===== src/rtl/fetch_stage.sv =====
// fetch_stage: PC owner issuing single-outstanding imem word fetches and presenting instructions to decode.
module fetch_stage #(
  parameter logic [31:0] RESET_PC = 32'h0000_0000
) (
  input  logic        clk,
  input  logic        rst_n,
  output logic        imem_req,
  output logic [31:0] imem_addr,
  input  logic        imem_gnt,
  input  logic        imem_rvalid,
  input  logic [31:0] imem_rdata,
  input  logic        redirect,
  input  logic [31:0] redirect_pc,
  output logic        inst_valid,
  input  logic        inst_ready,
  output logic [31:0] inst,
  output logic [31:0] inst_pc
);
  typedef enum logic [2:0] {IDLE, REQ, WAIT, DROP, HOLD} state_e;
  state_e      state_q, state_d;
  logic [31:0] pc_q, pc_d, inst_q, inst_d, inst_pc_q, inst_pc_d;
  logic        inst_valid_q, inst_valid_d;
  logic [31:0] tgt;
  assign tgt        = redirect_pc & ~32'h3;
  assign imem_req   = state_q == REQ;
  assign imem_addr  = pc_q;
  assign inst_valid = inst_valid_q;
  assign inst       = inst_q;
  assign inst_pc    = inst_pc_q;
  always_comb begin
    state_d      = state_q;
    pc_d         = pc_q;
    inst_d       = inst_q;
    inst_pc_d    = inst_pc_q;
    inst_valid_d = inst_valid_q;
    case (state_q)
      IDLE: begin
        state_d = REQ;
        pc_d    = redirect ? tgt : pc_q;
      end
      REQ: begin
        if (redirect) begin
          pc_d    = tgt;
          state_d = imem_gnt ? DROP : REQ;
        end else if (imem_gnt) begin
          state_d = WAIT;
        end
      end
      WAIT: begin
        if (redirect) begin
          pc_d    = tgt;
          state_d = imem_rvalid ? REQ : DROP;
        end else if (imem_rvalid) begin
          inst_d       = imem_rdata;
          inst_pc_d    = pc_q;
          inst_valid_d = 1'b1;
          pc_d         = pc_q + 32'd4;
          state_d      = HOLD;
        end
      end
      DROP: begin
        pc_d    = redirect ? tgt : pc_q;
        state_d = imem_rvalid ? REQ : DROP;
      end
      HOLD: begin
        if (redirect || inst_ready) begin
          inst_valid_d = 1'b0;
          state_d      = REQ;
        end
        pc_d = redirect ? tgt : pc_q;
      end
      default: state_d = IDLE;
    endcase
  end
  always_ff @(posedge clk or negedge rst_n) begin
    if (!rst_n) begin
      state_q      <= IDLE;
      pc_q         <= RESET_PC;
      inst_q       <= 32'h0000_0013;
      inst_pc_q    <= 32'h0;
      inst_valid_q <= 1'b0;
    end else begin
      state_q      <= state_d;
      pc_q         <= pc_d;
      inst_q       <= inst_d;
      inst_pc_q    <= inst_pc_d;
      inst_valid_q <= inst_valid_d;
    end
  end
endmodule


===== config.mk =====
export PLATFORM = sky130hd
export DESIGN_NAME = fetch_stage
export DESIGN_NICKNAME = d
export VERILOG_FILES = /design/src/rtl/fetch_stage.sv
export SDC_FILE = /design/constraint.sdc
export NUM_CORES = 1
export LEC_CHECK = 0
export BUFFER_PORTS_ARGS = -buffer_cell sky130_fd_sc_hd__buf_2
export CORE_AREA = 2 2 96 98
export DETAILED_ROUTE_END_ITERATION = 12
export DIE_AREA = 0 0 98 100
export PLACE_DENSITY = 0.84
export SYNTH_ARGS = -nofsm -noshare
export SYNTH_HDL_FRONTEND = slang
export SYNTH_SLANG_ARGS = --single-unit
export TNS_END_PERCENT = 50

===== constraint.sdc =====
create_clock -name clk -period 3.4 [get_ports clk]
set_input_delay 0.68 -clock clk [delete_from_list [all_inputs] [get_ports clk]]
set_output_delay 0.68 -clock clk [all_outputs]
set_load 0.1 [all_outputs]

==> flow_metrics.tcl <==
set metrics [dict create \
    run_status "completed" \
    cp-end-kind "flip-flop" \
    yosys_register_bits 96 \
    rows 35 \
    startpoint "state_q[1]" \
    grt_first_pass_wirelength_um 18200 \
    dpl.hpwl_um 8199 \
    port_buffers 161 \
    report.final.slew_viol_count 0 \
    synth_seq_area_share_pct 51.94 \
    start_kind "flip-flop" \
    worstMarginPinSlew_ns 0.8781 \
    start_util_pct 52.10 \
    crit_fanout 42 \
    dieArea_sq_mm 0.009800 \
    fin_crit_sh_pct 67.48 \
    yosysUniqueCellTypes 52 \
    routed_wl_um 11380 \
    syn_avg_cell_area_sq_um 11.22 \
    clockRootBuffer "clkbuf_8" \
    critPathSlowestCell "nor2_4" \
    yosysWarningCount 0 \
    cts_tree "yes" \
    cp.required_ns 3.61 \
    num_antenna_cells 0 \
    avgViaCountPerCell 5.697 \
    synth_enable_flop_cells 0 \
    hold_viol 0 \
    grt_max_degree 54 \
    post_cts_buffers 0 \
    worstSetupPathType "reg -> reg" \
    async_flop_share_pct 100.0 \
    drtPass1Iterations 5 \
    relSlewSlack_pct 41.32 \
    grt_pass1_vias 3706 \
    drtIter0Drc 207 \
    vias 3868 \
    fin_worst_skew_ns 0.01108 \
    pin_count 168 \
    hold_buffers 0 \
    wl_per_cell_um 16.76 \
    cp_top_family "simple AND/OR/NAND/NOR gates" \
    syn_to_final_growth_pct 22.34 \
    clock_sinks 96 \
    rsz0062_at_grt "false" \
    fin_setup_tns_ns 0 \
    die_w_um 98 \
    htreeDepth 3 \
    synth_cells 413 \
    fp.dieH_um 100 \
    nets 634 \
    grt_usage_pct 22.95 \
    yosys-top-cells-area "dfrtp_1, mux2_2, a21oi_1" \
    min_path_type "in -> async" \
    antenna_found_initial 0 \
    max_cap_viol_count 0 \
    core_sq_mm 0.008890 \
    post-synth-top-area-fraction_pct 50.24 \
    syn_area_sq_mm 0.004632 \
    cp.buffers_inverters 1 \
    cts_buffer_depth 2 \
    ant_nets 0 \
    synth_top_area_cell "dfrtp_1" \
    drc 0 \
    fin_crit_ns 2.294 \
    routabilityCongestion 0.8686 \
    cp.arrival_ns 2.51 \
    path_cells "mux2i_1 -> nor2_4 -> buf_4 -> nand2_1 -> o22ai_1 -> a2bb2oi_1" \
    timing.rr.start "state_q[1]" \
    fmax_mhz 435.9 \
    numCtsBuffers 9 \
    overflow 0 \
    synth_flop_cell "dfrtp_1" \
    drive_gt1_share_pct 46.13 \
    yosys-top-cells-count "dfrtp_1, mux2_2, nand2_1" \
    setup_violations 0 \
    clock_latency_ns 0.36 \
    max_stage_delay_ns 0.71 \
    cts_resized 0 \
    clk_transition_reported_paths_ns 0.10 \
    yosysMostFrequentCell "dfrtp_1" \
]
## path summary, 6_finish.rpt
| kind | end | slack [ns] | depth (start not counted) |
|---|---|---|---|
| min in group clk | inst_pc[24] | 0.51 | 1 |
| max in group asynchronous | imem_addr[27] | 2.23 | 2 |
| worst min register to register | inst_pc[24] | 0.51 | 1 |
| worst max register to register | imem_addr[15] | 1.11 | 6 |
| worst max-delay path | imem_addr[15] | 1.11 | 6 |
| worst min-delay path | inst[2] | 0.34 | 1 |
## stage by stage
step / setup WS, ns / hold WS (ns) / utilization, % / std cells / instance area (sq um)
after global placement: 1.062 / 0.4834 / 61.72 / 663 / 5487
after global routing: 0.8929 / 0.3806 / 63.74 / 679 / 5667
final: 1.106 / 0.3396 / 63.74 / 679 / 5667
after detailed placement: 1.031 / 0.4899 / 61.72 / 663 / 5487
after floorplan: 0.8553 / 0.3844 / - / 416 / 4648
after CTS: 1.140 / 0.3647 / 63.74 / 679 / 5667
## cell usage in the layout (no fill, tap or decap), types with 4 or more instances in the layout
cell      netlist  routed
nor2_1         21      19
and2_1          4       4
o22ai_1         8       8
or3_1           9       9
and3_1          5       5
a311oi_1        6       6
o21ai_0        14      14
nand4_1         6       6
nand2_1        35      35
nand3_1        21      21
nor4_1          4       4
a31oi_1         5       5
a21oi_1        29      29
buf_4           5       5
conb_1          1       4
clkbuf_8        0      10
nor3_1          8       8
nand2b_1        4       4
and4_1          6       6
buf_2          16     160
dfrtp_1        93      93
mux2_2         66      66
## logic make-up after synthesis
logic type | Yosys count | synth area share, %
buffers and inverters | 32 | 3.917
flip-flops | 96 | 51.94
multiplexers | 67 | 16.26
adder cells (fa/ha/maj) | 1 | 0.2701
AND/OR/NAND/NOR | 136 | 16.50
AO/OA/AOI/OAI | 80 | 11.02
other | 1 | 0.08096
## final cells by class
type / count / area, sq um
inverters: 2 / 7.507
flip-flops and latches: 96 / 2406
clock buffers: 11 / 141.4
fillers: 728 / 3223
clock inverters: 5 / 38.79
repair buffers: 166 / 858.3
multi-input cells: 288 / 2076
well taps: 111 / 138.9
## state kept, by name, indices dropped and copies added, names as in the netlist
signal      cells
imem_addr      30
inst           32
inst_pc        30
inst_valid      1
state_q         3
## layer usage
| layer | global-route usage (%) | vias to the layer above | share of wire, % |
|---|---|---|---|
| met5 | 0 | - | 0 |
| met4 | 7.372 | 0 | 1.2 |
| met3 | 3.412 | 11 | 5.6 |
| met2 | 38.67 | 145 | 51 |
| met1 | 30.95 | 1902 | 42 |
| li1 | - | 1810 | - |
Power is not shown: default switching activity piles up to over one toggle a cycle in this logic, so the estimate is an artifact.
